**src/rtl/demux8_seq_ctrl.sv**
```systemverilog
// Address sequencer for the EGO1 8-way demux: steps sel on a prescaler tick (RUN)
// or a button press (PAUSED). Define DEMUX8_SEQ_DEBOUNCE_EN to include the button debouncer.
module demux8_seq_ctrl #(
  parameter int unsigned TICK_DIV  = 50_000_000,
  parameter int unsigned DB_CYCLES = 1_000_000
) (
  input  logic       clk,
  input  logic       rst_n,
  input  logic       en,
  input  logic [1:0] mode,
  input  logic       step_btn,
  input  logic       d_in,
  output logic [2:0] sel,
  output logic       d_out,
  output logic       step_pulse,
  output logic       wrap
);

  localparam int unsigned PW = $clog2(TICK_DIV);
  localparam logic [1:0] M_UP   = 2'b00;
  localparam logic [1:0] M_DOWN = 2'b01;
  localparam logic [1:0] M_PP   = 2'b10;
  localparam logic [1:0] M_HOLD = 2'b11;
  localparam logic DIR_UP = 1'b0;
  localparam logic DIR_DN = 1'b1;

  typedef enum logic [1:0] {S_IDLE, S_RUN, S_PAUSED} state_e;

  state_e        state_q, state_d;
  logic [PW-1:0] presc_q, presc_d;
  logic [2:0]    sel_q, sel_d;
  logic          dir_q, dir_d;
  logic          step_q, step_d;
  logic          wrap_q, wrap_d;
  logic          d_out_q, d_out_d;

  // Button path: 2-FF synchronizer, optional debouncer, rising-edge detect.
  logic sync1_q, sync2_q, btn_lvl, btn_prev_q, btn_rise;

  always_ff @(posedge clk or negedge rst_n) begin
    if (!rst_n) begin
      sync1_q    <= 1'b0;
      sync2_q    <= 1'b0;
      btn_prev_q <= 1'b0;
    end else begin
      sync1_q    <= step_btn;
      sync2_q    <= sync1_q;
      btn_prev_q <= btn_lvl;
    end
  end

`ifdef DEMUX8_SEQ_DEBOUNCE_EN
  localparam int unsigned DW = $clog2(DB_CYCLES);
  logic [DW-1:0] db_cnt_q;
  logic          db_lvl_q;

  // Level is accepted on the DB_CYCLES-th consecutive differing sample.
  always_ff @(posedge clk or negedge rst_n) begin
    if (!rst_n) begin
      db_cnt_q <= '0;
      db_lvl_q <= 1'b0;
    end else if (sync2_q == db_lvl_q) begin
      db_cnt_q <= '0;
    end else if (db_cnt_q == DW'(DB_CYCLES - 1)) begin
      db_cnt_q <= '0;
      db_lvl_q <= sync2_q;
    end else begin
      db_cnt_q <= db_cnt_q + 1'b1;
    end
  end

  assign btn_lvl = db_lvl_q;
`else
  assign btn_lvl = sync2_q;
`endif

  assign btn_rise = btn_lvl & ~btn_prev_q;

  always_ff @(posedge clk or negedge rst_n) begin
    if (!rst_n) begin
      state_q <= S_IDLE;
      presc_q <= '0;
      sel_q   <= 3'd0;
      dir_q   <= DIR_UP;
      step_q  <= 1'b0;
      wrap_q  <= 1'b0;
      d_out_q <= 1'b0;
    end else begin
      state_q <= state_d;
      presc_q <= presc_d;
      sel_q   <= sel_d;
      dir_q   <= dir_d;
      step_q  <= step_d;
      wrap_q  <= wrap_d;
      d_out_q <= d_out_d;
    end
  end

  logic       tick, btn_step, do_step;
  logic [2:0] nxt_sel;
  logic       nxt_dir, nxt_wrap;

  always_comb begin
    state_d  = state_q;
    presc_d  = presc_q;
    tick     = 1'b0;
    nxt_sel  = sel_q;
    nxt_dir  = dir_q;
    nxt_wrap = 1'b0;

    case (state_q)
      S_IDLE:   if (en)  state_d = S_RUN;
      S_RUN:    if (!en) state_d = S_PAUSED;
      S_PAUSED: if (en)  state_d = S_RUN;
      default:  state_d = S_IDLE;
    endcase

    // A state change clears the prescaler, so a pause on a tick cycle takes no step.
    if (state_d != state_q || state_q != S_RUN || mode == M_HOLD) begin
      presc_d = '0;
    end else if (presc_q == PW'(TICK_DIV - 1)) begin
      presc_d = '0;
      tick    = 1'b1;
    end else begin
      presc_d = presc_q + 1'b1;
    end

    btn_step = btn_rise && state_q == S_PAUSED && state_d == S_PAUSED;
    do_step  = (tick || btn_step) && mode != M_HOLD;

    case (mode)
      M_UP: begin
        nxt_sel  = sel_q + 3'd1;
        nxt_wrap = (sel_q == 3'd7);
      end
      M_DOWN: begin
        nxt_sel  = sel_q - 3'd1;
        nxt_wrap = (sel_q == 3'd0);
      end
      M_PP: begin
        if (dir_q == DIR_UP) begin
          if (sel_q == 3'd7) begin
            nxt_sel  = 3'd6;
            nxt_dir  = DIR_DN;
            nxt_wrap = 1'b1;
          end else begin
            nxt_sel = sel_q + 3'd1;
          end
        end else begin
          if (sel_q == 3'd0) begin
            nxt_sel  = 3'd1;
            nxt_dir  = DIR_UP;
            nxt_wrap = 1'b1;
          end else begin
            nxt_sel = sel_q - 3'd1;
          end
        end
      end
      default: ;
    endcase

    sel_d   = do_step ? nxt_sel : sel_q;
    dir_d   = do_step ? nxt_dir : dir_q;
    step_d  = do_step;
    wrap_d  = do_step & nxt_wrap;
    d_out_d = (state_d != S_IDLE) & d_in;
  end

  assign sel        = sel_q;
  assign d_out      = d_out_q;
  assign step_pulse = step_q;
  assign wrap       = wrap_q;

endmodule

```
**config.mk**
```make
export PLATFORM = sky130hd
export DESIGN_NAME = demux8_seq_ctrl
export DESIGN_NICKNAME = d
export VERILOG_FILES = /design/src/rtl/demux8_seq_ctrl.sv
export SDC_FILE = /design/constraint.sdc
export NUM_CORES = 1
export LEC_CHECK = 0
export BUFFER_PORTS_ARGS = -buffer_cell sky130_fd_sc_hd__buf_2
export CORE_ASPECT_RATIO = 0.5
export CORE_MARGIN = 5
export CORE_UTILIZATION = 55
export CTS_CLUSTER_DIAMETER = 80
export DETAILED_ROUTE_END_ITERATION = 6
export PLACE_DENSITY = 0.73
export SYNTH_ARGS = -nofsm -noshare
export SYNTH_HDL_FRONTEND = slang
export SYNTH_SLANG_ARGS = --single-unit
```
**constraint.sdc**
```tcl
create_clock -name clk -period 5.53 [get_ports clk]
set_input_delay 0.553 -clock clk [delete_from_list [all_inputs] [get_ports clk]]
set_output_delay 0.553 -clock clk [all_outputs]
set_load 0.01 [all_outputs]
```
==> metrics.md, run 1 <==
| Metric | Value |
|---|---|
| Cell depth of the worst flop-to-flop path | 5 |
| Netlist cell types | 39 |
| Setup Fix Bufs, Post-CTS | 0 |
| Post-Synth Simple-Gate Area | 0.251 |
| Inserted Clock Buffers | 5 |
| Placed inst area | 2160 um^2 |
| Clock latency on the worst-skew pair | 0.29 ns |
| Synth Area in XOR/XNOR | 0.107 |
| Total Routed Length | 3740 um |
| Syn_nets | 223 |
| # DRC | 0 |
| Total negative slack | 0 ns |
| Initial antenna violation count | 0 |
| CP endpoint kind | register |
| Core area | 3510 um^2 |
| Die Ht | 53.2 um |
| Antenna cells | 0 |
| CP arrival | 2.44 ns |
| Maximum clock rate | 434 MHz |
| Synth top area cells | dfrtp_1 (46%), xnor2_1 (6.8%), ha_1 (6.7%) |
| FFs w/ async S/R, synth | 1.00 |
| Detail Route Antenna Nets | 0 |
| Minimum clock period after layout | 2.30 ns |
| Mapped Area | 2050 um^2 |
| DR iter-0 viols | 61 |
| Setup crit start kind | register |
| Area leader, netlist | dfrtp_1 |
| Worst path required time | 5.67 ns |
| Mux cell area share after synthesis | 0.0146 |
| Largest family of logic cells by synthesized area | simple AND/OR/NAND/NOR gates |
| Area grow syn2layout | 10.7% |
| Vias in the first global route | 1477 |
| Num rows | 15 |
| Worst min path class | primary input to async pin |
| Wirelength per Cell | 13.7 um |
| Critical path class | register to register |
| Num ports | 13 |
| Seq/Total Area, Yosys | 0.463 |
| Worst-path clk slew | 0.08 ns |
| Max-slew headroom | 0.364 |
| Worst Skew | 0.00410 ns |
| Inst Count DP | 265 |
| Compound-cell area share of the yosys netlist | 0.0670 |
| H-tree depth | 2 |
| Fill cells | 276 |
| Pwr/cell area | 265 nW/um^2 |
| Mean Syn Cell Area | 10.0 um^2 |
| Final Non-Filler Cells | 273 |
| Hold WS | 0.357 ns |
| Via/cell ratio | 5.39 |
| Outcome | finished clean |
| Top-count cell post-synth | dfrtp_1 |
| Largest net degree at the start of global routing | 39 |
| Max FO, Critical Path | 25 |
| Unrepaired setup endpoints after global routing | no |
| Post-synth top cells | dfrtp_1 (38), nor2_1 (34), xnor2_1 (16) |
| GPL Wtd Cong | 0.770 |
| Area share of the largest cell type after synthesis | 0.463 |
| Tightest Pin Transition | 0.954 ns |
| Initial Util | 0.585 |
| Yosys warnings | 0 |
| Seq cells post-synth | 38 |
| Endpoints failing setup | 0 |
| Adder-Cell Fraction of Synth Area | 0.0670 |
| GRT Util Overall | 0.169 |
| Max clock buf depth | 2 |
| Final hold violations | 0 |
| Final instance area | 2270 um^2 |
| Die width | 96.4 um |
| Total power | 0.000603 W |
| Post_cts resized | 0 |
| Hpwl dp | 2590 um |
| Period utilisation layout | 0.416 |
| Leak | 0.957 nW |
| Post-cts hold buffer count | 0 |
| NumNets Final | 239 |
| Die area | 5130 um^2 |
| First-pass GRT wire length | 6570 um |
| Layout cell share with drive strength beyond 1 | 0.122 |
| DRT Pass-1 Iters | 4 |
| Max cap viols | 0 |
| Final Max Slew Viols | 0 |
| Via count | 1471 |
| Gate Count Post-Synth | 205 |
| Max VDD drop | 0.000133 V |
| Clk sink count | 38 |
| Main synth FF type | dfrtp_1 |
| Post-synth EDFFs | 0 |
| Root buffer cell | clkbuf_8 |
| Port Buffers | 12 |
| Total grt overflow | 0 |
| CTS tree | built |
layout make-up:
class	instances	area [um^2]	area share
clock inverter	3	45.0	0.0198
sequential	38	951	0.418
timing repair buffer	12	60.1	0.0264
tap	51	63.8	0.0281
multi-input combinational	152	1040	0.457
clock buffer	5	68.8	0.0303
inverter	12	45.0	0.0198
cells by family after synthesis:
group	Yosys count
simple gates	95
flops	38
xor+xnor	25
compound gates	18
buf+inv	15
fa+ha+maj	11
mux	3
cells in the final DEF (no fill, tap or decap), drive strengths merged, types with 2 or more instances in the layout:
cell and n:
dfrtp 38, nor2 34, xnor2 16, nand2 15
nand3 12, inv 12, buf 12, ha 11
xor2 9, nor3 6, o21ai 6, clkbuf 5
nor4 5, nand4 4, nor4b 4, and3 3
and4 3, a21oi 3, mux2i 3, and2 2
clkinvlp 2
worst max-delay path, stage by stage, from the launching register on:
cell     delay, ns
dfrtp_1       0.42
ha_1          0.23
and4_1        0.29
nand2_1       0.22
o31ai_4       0.86
nor2_1        0.12
metrics by stage:
| step | util | setup WS, ns |
|---|---|---|
| after CTS | 0.648 | 3.21 |
| after detailed placement | 0.615 | 3.24 |
| after floorplan | - | 3.77 |
| final | 0.648 | 3.23 |
| after global routing | 0.648 | 3.07 |
| after global placement | 0.615 | 3.34 |
layer usage:
| metal | vias to the layer above | global-route usage | wire [um] | share of wire |
|---|---|---|---|---|
| li1 | 734 | - | - | - |
| met3 | 6 | 0.0469 | 126 | 0.034 |
| met4 | 0 | 0.0488 | 23 | 0.0062 |
| met2 | 18 | 0.278 | 1740 | 0.47 |
| met5 | - | 0 | 0 | 0 |
| met1 | 713 | 0.219 | 1850 | 0.49 |
state kept, by name, indices dropped and copies added (netlist names):
register,flops
presc_q,26
dir_q,1
d_out,1
btn_lvl,1
btn_prev_q,1
step_pulse,1
sel,3
sync1_q,1
wrap,1
state_q,2
worst paths after layout:
| check | startpoint | end | slack, ns |
|---|---|---|---|
| setup / recovery | presc_q[0] | presc_q[17] | 3.23 |
| hold / removal | rst_n | presc_q[16] | 0.36 |
| setup reg to reg | presc_q[0] | presc_q[17] | 3.23 |
| hold reg to reg | sync1_q | btn_lvl | 0.36 |
| max in group asynchronous | rst_n | presc_q[7] | 4.64 |
| min in group clk | sync1_q | btn_lvl | 0.36 |
power breakdown:
group / total (W) / internal [W] / leakage (nW) / switching (W)
registers: 0.000294 / 0.000286 / 0.506 / 0.00000773
clock network: 0.000238 / 0.000134 / 0.0504 / 0.000104
logic: 0.0000704 / 0.0000289 / 0.401 / 0.0000416
total: 0.000603 / 0.000449 / 0.957 / 0.000154
No activity file was read; power rests on OpenSTA's default activity.
==> inputs of run 2 (changes only) <==
Settings changed: CORE_UTILIZATION 55 to 54, PLACE_DENSITY 0.73 to 0.75.
Clock period 5.53 ns to 2.1 ns, I/O delays scaled along.
==> run 2 against run 1 <==
Against the previous run: routed wire length about the same; clock power up 90%; global-route usage decreased by 0.43 points; clock skew grew 0.0052 ns; register-to-register slack got worse by 3.1 ns; worst hold slack worse by 0.34 ns; worst setup slack got worse by 3.1 ns; cell count is 1.1% higher; count of clock-buffer cells in the layout increased by 2; critical path type unchanged; largest power group unchanged; highest routed layer unchanged.
==> metrics.md, run 2 (same netlist as run 1, synthesis figures left out) <==
| Metric | Value |
|---|---|
| Outcome | finished clean (unchanged) |
| DRT Pass-1 Iters | 4 (unchanged) |
| NumNets Final | 243 (was 239) |
| CP arrival | 2.16 ns (was 2.44 ns) |
| Initial Util | 0.579 (was 0.585) |
| Total power | 0.00142 W (was 0.000603 W) |
| Worst Skew | 0.00927 ns (was 0.00410 ns) |
| Max VDD drop | 0.000244 V (was 0.000133 V) |
| Via/cell ratio | 5.35 (was 5.39) |
| Wirelength per Cell | 13.5 um (was 13.7 um) |
| Total negative slack | 0 ns (unchanged) |
| Vias in the first global route | 1486 (was 1477) |
| Maximum clock rate | 511 MHz (was 434 MHz) |
| First-pass GRT wire length | 6740 um (was 6570 um) |
| Worst path required time | 2.30 ns (was 5.67 ns) |
| Period utilisation layout | 0.931 (was 0.416) |
| Via count | 1476 (was 1471) |
| Max-slew headroom | 0.457 (was 0.364) |
| Inserted Clock Buffers | 5 (unchanged) |
| H-tree depth | 2 (unchanged) |
| Largest net degree at the start of global routing | 39 (unchanged) |
| Max FO, Critical Path | 6 (was 25) |
| Most frequent cells in the layout | dfrtp_1 (38), nor2_1 (34), xnor2_1 (16) (unchanged) |
| Core area | 3550 um^2 (was 3510 um^2) |
| Most common cell after layout, fill and taps aside | dfrtp_1 (unchanged) |
| CP endpoint kind | register (unchanged) |
| R2r startpoint | presc_q[0] (unchanged) |
| Leak | 0.965 nW (was 0.957 nW) |
| Clock latency on the worst-skew pair | 0.28 ns (was 0.29 ns) |
| Largest register by flop count | presc_q (unchanged) |
| Endpoints failing setup | 0 (unchanged) |
| Root buffer cell | clkbuf_8 (unchanged) |
| # DRC | 0 (unchanged) |
| Final hold violations | 0 (unchanged) |
| Hpwl dp | 2680 um (was 2590 um) |
| GRT Util Overall | 0.164 (was 0.169) |
| Cell depth of the worst flop-to-flop path | 6 (was 5) |
| Layout cell share with drive strength beyond 1 | 0.133 (was 0.122) |
| Max clock buf depth | 2 (unchanged) |
| FF-to-FF End | sel[1] (was presc_q[17]) |
| Final Max Slew Viols | 0 (unchanged) |
| FF-to-FF setup slack | 0.14 ns (was 3.23 ns) |
| Setup crit start kind | register (unchanged) |
| Max reg flops | 26 (unchanged) |
| Num rows | 15 (unchanged) |
| Worst min path class | primary input to async pin (unchanged) |
| Antenna cells | 0 (unchanged) |
| Total Routed Length | 3740 um (about the same) |
| Die width | 97.2 um (was 96.4 um) |
| Minimum clock period after layout | 1.96 ns (was 2.30 ns) |
| Port Buffers | 12 (unchanged) |
| Util after Layout | 0.640 (was 0.648) |
| Die area | 5210 um^2 (was 5130 um^2) |
| Max cap viols | 0 (unchanged) |
| Worst-path clk slew | 0.06 ns (was 0.08 ns) |
| Clk sink count | 38 (unchanged) |
| Initial antenna violation count | 0 (unchanged) |
| Num ports | 13 (unchanged) |
| Area grow syn2layout | 10.5% (was 10.7%) |
| Detail Route Antenna Nets | 0 (unchanged) |
| CTS tree | built (unchanged) |
| GPL Wtd Cong | 0.842 (was 0.770) |
| Pwr/cell area | 625 nW/um^2 (was 265 nW/um^2) |
| Total grt overflow | 0 (unchanged) |
| Die Ht | 53.6 um (was 53.2 um) |
| Tightest Pin Transition | 0.814 ns (was 0.954 ns) |
| DR iter-0 viols | 56 (was 61) |
| Critical path class | register to register (unchanged) |
run 2: cell count changes in the layout (fill, tap and decap cells not counted), sizes merged:
| cell | before | now |
|---|---|---|
| buf | 12 | 16 |
| bufinv | 1 | 0 |
| clkbuf | 5 | 7 |
| clkinvlp | 2 | 0 |
run 2: stage by stage:
step                hold slack (ns)  instances  area [um^2]  setup WS [ns]
floorplan                   -0.0856        205         2050          0.337
global placement              0.320        267         2170          0.236
detailed placement            0.340        267         2170         0.0930
CTS                          0.0438        274         2250         0.0726
global route                 0.0392        276         2270       -0.00502
finish                       0.0190        276         2270          0.145
run 2: area by class of cell:
cell class	count	area [um^2]
fillers	281	1280
multi-input cells	152	1040
flip-flops and latches	38	951
repair buffers	16	90.1
clock buffers	7	76.3
well taps	51	63.8
inverters	12	45.0
run 2: worst max-delay path by stage:
stage          cells after the start  endpoint  startpoint  slack [ns]
2_1_floorplan                      6    sel[2]  presc_q[0]        0.34
3_3_place_gp                       6    sel[2]  presc_q[0]        0.24
3_5_place_dp                       6    sel[1]  presc_q[0]        0.09
4_1_cts                            6    sel[1]  presc_q[0]        0.07
5_1_grt                            6    sel[1]  presc_q[0]      -0.005
6_report                           6    sel[1]  presc_q[0]        0.14
run 2: routing by layer:
layer / global-route usage / vias to the layer above / wire (um)
met5: 0 / - / 0
met4: 0.0483 / 0 / 19
met3: 0.0453 / 4 / 156
met2: 0.275 / 26 / 1720
met1: 0.215 / 705 / 1850
li1: - / 741 / -
run 2: power by group:
part | internal [W] | switching [W] | total (W)
clock | 0.000228 | 0.000224 | 0.000452
sequential | 0.000755 | 0.0000210 | 0.000776
combinational | 0.0000782 | 0.000113 | 0.000191
run 2: repair_timing:
| item | in CTS | in global routing |
|---|---|---|
| resized for setup | 0 | 2 |
| setup endpoints to repair | 0 | 4 |
| buffers inserted | 0 | 2 |
| hold buffers | 0 | 0 |
| endpoints found under the hold margin | 0 | 0 |
run 2: critical path, cell delays in order, from the launching register on:
cell	delay, ns
dfrtp_1	0.40
ha_1	0.22
and4_2	0.29
nand2_2	0.14
nor4_4	0.42
o21ba_4	0.22
mux2i_1	0.18
